`src/rtl/mux5_2_rr_arbiter_if.sv`:
```
// Lane/handshake bundle between five lane producers, the round-robin
// arbiter and the single downstream consumer.
interface mux5_2_rr_arbiter_if #(
  parameter int N = 5,
  parameter int W = 2
);
  logic [N-1:0]   req;
  logic [N*W-1:0] a;
  logic [N-1:0]   gnt;
  logic [2:0]     sel;
  logic [W-1:0]   y;
  logic           y_valid;
  logic           y_ready;

  // Producer/consumer side: drives requests, lane data and ready.
  modport master (
    output req, a, y_ready,
    input  gnt, sel, y, y_valid
  );

  // Arbiter side.
  modport slave (
    input  req, a, y_ready,
    output gnt, sel, y, y_valid
  );
endinterface

```
`src/rtl/mux5_2_rr_arbiter.sv`:
```
// Round-robin arbiter wrapped around a 5:1 x 2-bit mux. The winning lane is
// captured into a one-word output register and offered downstream over
// valid/ready. A new word is loaded in the same cycle the old one drains,
// giving 1 word/cycle throughput.

// Plain 5:1 mux; any select of 5 or above (the idle code) yields zero.
module mux5_2 #(
  parameter int W = 2
) (
  input  logic [5*W-1:0] a,
  input  logic [2:0]     sel,
  output logic [W-1:0]   y
);
  // Select one lane, zero for the idle code and unused encodings.
  always_comb begin
    // NOTE: y is assigned on every path (via the default arm); a missing
    // assignment on any path would infer a latch.
    unique case (sel)
      3'd0:    y = a[0*W +: W];
      3'd1:    y = a[1*W +: W];
      3'd2:    y = a[2*W +: W];
      3'd3:    y = a[3*W +: W];
      3'd4:    y = a[4*W +: W];
      default: y = '0;
    endcase
  end
endmodule

module mux5_2_rr_arbiter #(
  parameter int N = 5,
  parameter int W = 2
) (
  input  logic                clk,
  input  logic                rst,
  mux5_2_rr_arbiter_if.slave  bus
);
  localparam logic [2:0] SEL_IDLE  = 3'd5;
  localparam logic [2:0] LAST_INIT = 3'(N - 1);

  typedef enum logic {
    EMPTY = 1'b0,
    FULL  = 1'b1
  } state_t;

  state_t         state;
  logic [2:0]     last;
  logic [W-1:0]   y_q;
  logic           y_valid_q;

  logic           load;
  logic           has_win;
  logic [2:0]     win_idx;
  logic [2:0]     sel_c;
  logic [N-1:0]   gnt_c;
  logic [W-1:0]   mux_y;

  // Lane reached k steps after base in the circular scan order.
  function automatic logic [2:0] lane_after(logic [2:0] base, int unsigned k);
    int unsigned s;
    s = 32'(base) + k;
    return 3'(s % N);
  endfunction

  // The output register can take a word when empty, or when the held word drains now.
  assign load = (state == EMPTY) || (state == FULL && bus.y_ready);

  // Round-robin winner search starting just after the last granted lane.
  always_comb begin
    has_win = 1'b0;
    win_idx = '0;
    if (!rst && load && |bus.req) begin
      // Scan from the far end so the nearest requesting lane is written last and wins.
      for (int k = N; k >= 1; k--) begin
        if (bus.req[lane_after(last, k)]) begin
          has_win = 1'b1;
          win_idx = lane_after(last, k);
        end
      end
    end
  end

  assign sel_c = has_win ? win_idx : SEL_IDLE;
  assign gnt_c = has_win ? (N'(1) << win_idx) : '0;

  mux5_2 #(.W(W)) u_mux (
    .a   (bus.a),
    .sel (sel_c),
    .y   (mux_y)
  );

  // Handshake FSM with registered output word, valid flag and grant pointer.
  always_ff @(posedge clk) begin
    // NOTE: state registers use non-blocking assignments so every register
    // samples pre-edge values regardless of statement order.
    if (rst) begin
      state     <= EMPTY;
      y_q       <= '0;
      y_valid_q <= 1'b0;
      last      <= LAST_INIT;
    end else if (has_win) begin
      state     <= FULL;
      y_q       <= mux_y;
      y_valid_q <= 1'b1;
      last      <= win_idx;
    end else if (state == FULL && bus.y_ready) begin
      state     <= EMPTY;
      y_q       <= '0;
      y_valid_q <= 1'b0;
    end
  end

  assign bus.gnt     = gnt_c;
  assign bus.sel     = sel_c;
  assign bus.y       = y_q;
  assign bus.y_valid = y_valid_q;
endmodule
```
`src/flat_wrapper.sv`:
```
// flat-port wrapper written by rule: the top's interface ports become plain ports
module mux5_2_rr_arbiter_flat 
#(
  parameter int N = 5,
  parameter int W = 2
)
  (clk, rst, bus_req, bus_a, bus_y_ready, bus_gnt, bus_sel, bus_y, bus_y_valid);
  mux5_2_rr_arbiter_if #(.N(N), .W(W)) bus_i ();
  input  logic clk;
  input  logic rst;
  input wire logic [$bits(bus_i.req)-1:0] bus_req;
  input wire logic [$bits(bus_i.a)-1:0] bus_a;
  input wire logic [$bits(bus_i.y_ready)-1:0] bus_y_ready;
  output wire logic [$bits(bus_i.gnt)-1:0] bus_gnt;
  output wire logic [$bits(bus_i.sel)-1:0] bus_sel;
  output wire logic [$bits(bus_i.y)-1:0] bus_y;
  output wire logic [$bits(bus_i.y_valid)-1:0] bus_y_valid;
  assign bus_i.req = bus_req;
  assign bus_i.a = bus_a;
  assign bus_i.y_ready = bus_y_ready;
  assign bus_gnt = bus_i.gnt;
  assign bus_sel = bus_i.sel;
  assign bus_y = bus_i.y;
  assign bus_y_valid = bus_i.y_valid;
  mux5_2_rr_arbiter #(.N(N), .W(W)) u_core (.clk(clk), .rst(rst), .bus(bus_i));
endmodule
```
`config.mk`:
```
export PLATFORM = sky130hd
export DESIGN_NAME = mux5_2_rr_arbiter_flat
export DESIGN_NICKNAME = d
export VERILOG_FILES = /design/src/rtl/mux5_2_rr_arbiter_if.sv /design/src/rtl/mux5_2_rr_arbiter.sv /design/src/flat_wrapper.sv
export SDC_FILE = /design/constraint.sdc
export NUM_CORES = 1
export LEC_CHECK = 0
export CORE_MARGIN = 2
export CORE_UTILIZATION = 55
export CTS_CLUSTER_SIZE = 16
export DETAILED_ROUTE_END_ITERATION = 7
export DONT_BUFFER_PORTS = 1
export GPL_ROUTABILITY_DRIVEN = 0
export HOLD_SLACK_MARGIN = 0.02
export PLACE_DENSITY = 0.74
export SYNTH_ARGS = -nofsm -noshare
export SYNTH_HDL_FRONTEND = slang
export SYNTH_SLANG_ARGS = --single-unit
```
`constraint.sdc`:
```
create_clock -name clk -period 10.3 [get_ports clk]
set_input_delay 1.03 -clock clk [delete_from_list [all_inputs] [get_ports clk]]
set_output_delay 1.03 -clock clk [all_outputs]
set_load 0.01 [all_outputs]
```
==> summary.md <==
| Metric | Value |
|---|---|
| Outcome | `complete, no violations` |
| Dominant cell type by area after synthesis | `ha_1` |
| CTS Hold Bufs | `0` |
| Synth cell types | `between 80 and 90` |
| Final worst setup slack | `4.156 ns` |
| WL/cell | `around 19 um` |
| ANT nets after route | `0` |
| Fillers | `about 370` |
| Setup violations, final | `0` |
| Placed insts | `~350` |
| Worst Max-Slew Pin Slew | `0.8495 ns` |
| Area growth syn-to-layout | `1.850%` |
| Hold crit path type | `reg -> reg` |
| Worst skew pair latency | `approximately 0.23 ns` |
| IO buf count | `0` |
| Num CTS Buffers | `3` |
| Hold EP | `u_core.last[1]$_SDFFE_PP0P_` |
| Post-route DRC violation count | `0` |
| WP buf/inv | `1` |
| Post-route cell area | `0.002411 mm^2` |
| DR vias/cell | `~7.1` |
| CP max-delay cell | `ha_1` |
| Initial Util | `58.34%` |
| CTS HTree Levels | `1` |
| Clk sinks | `6` |
| WP data arrival | `between 5 and 6 ns` |
| PwrDens | `about 360 mW/mm^2` |
| FF-to-FF End | `u_core.bus.y[1]$_SDFFE_PP0P_` |
| Post-Synth Adder-Cell Area | `a little under an eighth` |
| Initial DRC Count | `roughly 320` |
| Largest family of logic cells by synthesized area | `compound AO/OA/AOI/OAI gates` |
| Post-DP HPWL | `between 5000 and 6000 um` |
| ANT cells | `0` |
| Hold_ws | `between 0.6 and 0.7 ns` |
| Syn Nets | `349` |
| RSZ-0062 raised after global routing | `false` |
| Pre-CTS setup slack | `roughly 4.5 ns` |
| CP Cell Sequence | `ha_1, xor2_4, ha_1, nor4b_1, nor3_1, xnor2_1, ha_1, nor2b_1, or3_1, o211a_2, o21ai_0, a21oi_1, nand4_1, a221oi_1, o21ai_1, inv_1, and2_1` |
| Worst EP required | `approximately 9 ns` |
| Worst vdd ir | `between 0.2 and 0.25 mV` |
| Tcrit/Tclk final | `~60%` |
| CORE AREA | `about 0.004 mm^2` |
| Reg2Reg Depth | `18` |
| Clock slew at reported path FFs | `0.04 ns` |
| CP endpoint kind | `primary output` |
| Final min period | `between 6 and 7 ns` |
| Gr ovfl total | `0` |
| Ports | `29` |
| Top area cells in the synthesized netlist | `ha_1 (12%), dfxtp_1 (5.1%), inv_1 (4.0%)` |
| Flops & latches, synth | `6` |
| Max incr delay on CP | `around 0.64 ns` |
| Root Driver | `clkbuf_8` |
| Simple-gate area share of the yosys netlist | `approximately a quarter` |
| Ys flop type | `dfxtp_1` |
| Hold Path Origin | `u_core.last[1]$_SDFFE_PP0P_` |
| Synth warnings | `0` |
| Pwr Total | `about 0.87 mW` |
| Fraction of layout cells with a size suffix above 1 | `around an eighth` |
| Area fraction in compound gates after synthesis | `37.05%` |
| Die X | `about 70 um` |
| Synth Area in XOR/XNOR | `5.021%` |
| Slew headroom | `a little over two fifths` |
| Post-synth EDFFs | `0` |
| Max cap viols | `0` |
| Synth cell count leaders | `inv_1 (25), ha_1 (22), nor2_1 (22)` |
| Final Non-Filler Cells | `349` |
| Critical Setup Path Class | `reg -> out` |
| TritonCTS clock tree | `yes` |
| Synth Area per Inst | `7.661 um^2` |
| GRT Total Usage | `~28%` |
| Nets | `about 340` |
| Total number of vias | `2494` |
| Post-Syn Area | `between 0.002 and 0.0025 mm^2` |
| Die footprint | `0.004845 mm^2` |
| Register area share after synthesis | `5.074%` |
| Hold path cells | `2` |
| Max-slew violation count | `0` |
| Number of global-route vias before repair | `~2300` |
| Post-CTS sizing | `0` |
| Antenna violations before repair | `0` |
| Internal reg-to-reg setup slack | `5.11 ns` |
| Final Hold Viols | `0` |
| RR Startpoint | `u_core.last[0]$_SDFFE_PP0P_` |
| Type of origin of the critical path | `register` |
| Pleak | `around 0.94 nW` |
| TritonRoute pass-1 iters | `5` |
| First-pass GRT wire length | `between 10000 and 15000 um` |
| Yosys top cell area share | `a little under an eighth` |
| Top-count cell post-synth | `inv_1` |
| Largest net degree at the start of global routing | `28` |
| Clk_skew | `between 0.009 and 0.01 ns` |
| Critical path peak fanout | `17` |
| Most frequent cell on the critical path | `ha_1` |
| Post CTS Setup Buffer Count | `0` |
| Worst-case clock buffer depth | `2` |
| Routed Wire Length | `between 6000 and 7000 um` |
| Util after Layout | `59.42%` |
| Placed Area | `approximately 0.0024 mm^2` |
| Cell Rows | `23` |
| Max Clock Freq | `~160 MHz` |
| Die H | `69.61 um` |
| Post-synthesis mux area share | `under 10%` |
| Post-synthesis cell count | `around 310` |
| Synth async-reset ratio | `0%` |
| Top Family by Delay on Critical Path | `simple AND/OR/NAND/NOR gates` |
| Setup TNS | `0 ns` |
==> cells in the final DEF (no fill, tap or decap), types with 6 or more instances in the layout <==
cell      synthesis  routed
nand2b_1          7       7
o21ai_0          11      11
mux2i_1           9       9
o211ai_1          9       9
ha_1             22      22
a211oi_1          6       6
a21oi_1          11      11
nand3_1           8       8
nor2_1           22      22
nand2_1          15      15
inv_1            25      25
dfxtp_1           6       6
nor2b_1           9       9
==> how the worst max path moves through the flow <==
stage	from	end	slack, ns	depth (start not counted)
6_report	u_core.last[0]$_SDFFE_PP0P_	bus_gnt[3]	4.16	17
5_1_grt	u_core.last[0]$_SDFFE_PP0P_	bus_gnt[3]	3.69	17
4_1_cts	u_core.last[0]$_SDFFE_PP0P_	bus_gnt[3]	4.21	17
3_5_place_dp	u_core.last[0]$_SDFFE_PP0P_	bus_gnt[3]	4.47	17
3_3_place_gp	u_core.last[0]$_SDFFE_PP0P_	bus_gnt[0]	4.66	17
2_1_floorplan	u_core.last[0]$_SDFFE_PP0P_	bus_gnt[0]	4.50	19
==> logic make-up after synthesis <==
logic type	count (synthesis)
and+or+nand+nor	105
muxes	15
buffers and inverters	44
xor gates and xnor gates	9
DFF	6
AOI/OAI and AO/OA	108
adders and majority gates	22
==> cell type report <==
| cell class | instances | area, um^2 | share of cell area [%] |
|---|---|---|---|
| clock buffer | 3 | 41.29 | 1.713 |
| inverter | 29 | 108.9 | 4.515 |
| multi-input combinational | 259 | 2063 | 85.57 |
| sequential | 6 | 120.1 | 4.982 |
| tap | 50 | 62.56 | 2.595 |
| timing repair buffer | 2 | 15.01 | 0.6227 |
==> metal layers <==
metal | global-route usage (%) | up-vias | share of wire, %
met3 | 4.797 | 18 | 8.4
met2 | 43.91 | 98 | 47
met4 | 8.061 | 0 | 1.9
met1 | 37.98 | 1206 | 43
li1 | - | 1172 | -
met5 | 0 | - | 0
==> report_power, final <==
| group | total, mW | switching, mW | internal, mW |
|---|---|---|---|
| Combinational | 0.776 | 0.471 | 0.306 |
| Sequential | 0.0559 | 0.0230 | 0.0329 |
| Clock | 0.0369 | 0.0117 | 0.0252 |
| Total | 0.869 | 0.506 | 0.364 |
==> flip-flops by register name, indices dropped and copies added, names as in the netlist <==
| name | count |
|---|---|
| u_core.last | 3 |
| u_core.bus.y | 2 |
| u_core.state | 1 |
==> tightest hold or removal path, cell delays in order (launching register included) <==
cell,delay (ns)
dfxtp_1,0.41
nand2_1,0.12
a21oi_1,0.07
Power figures use the tool's default switching activity.
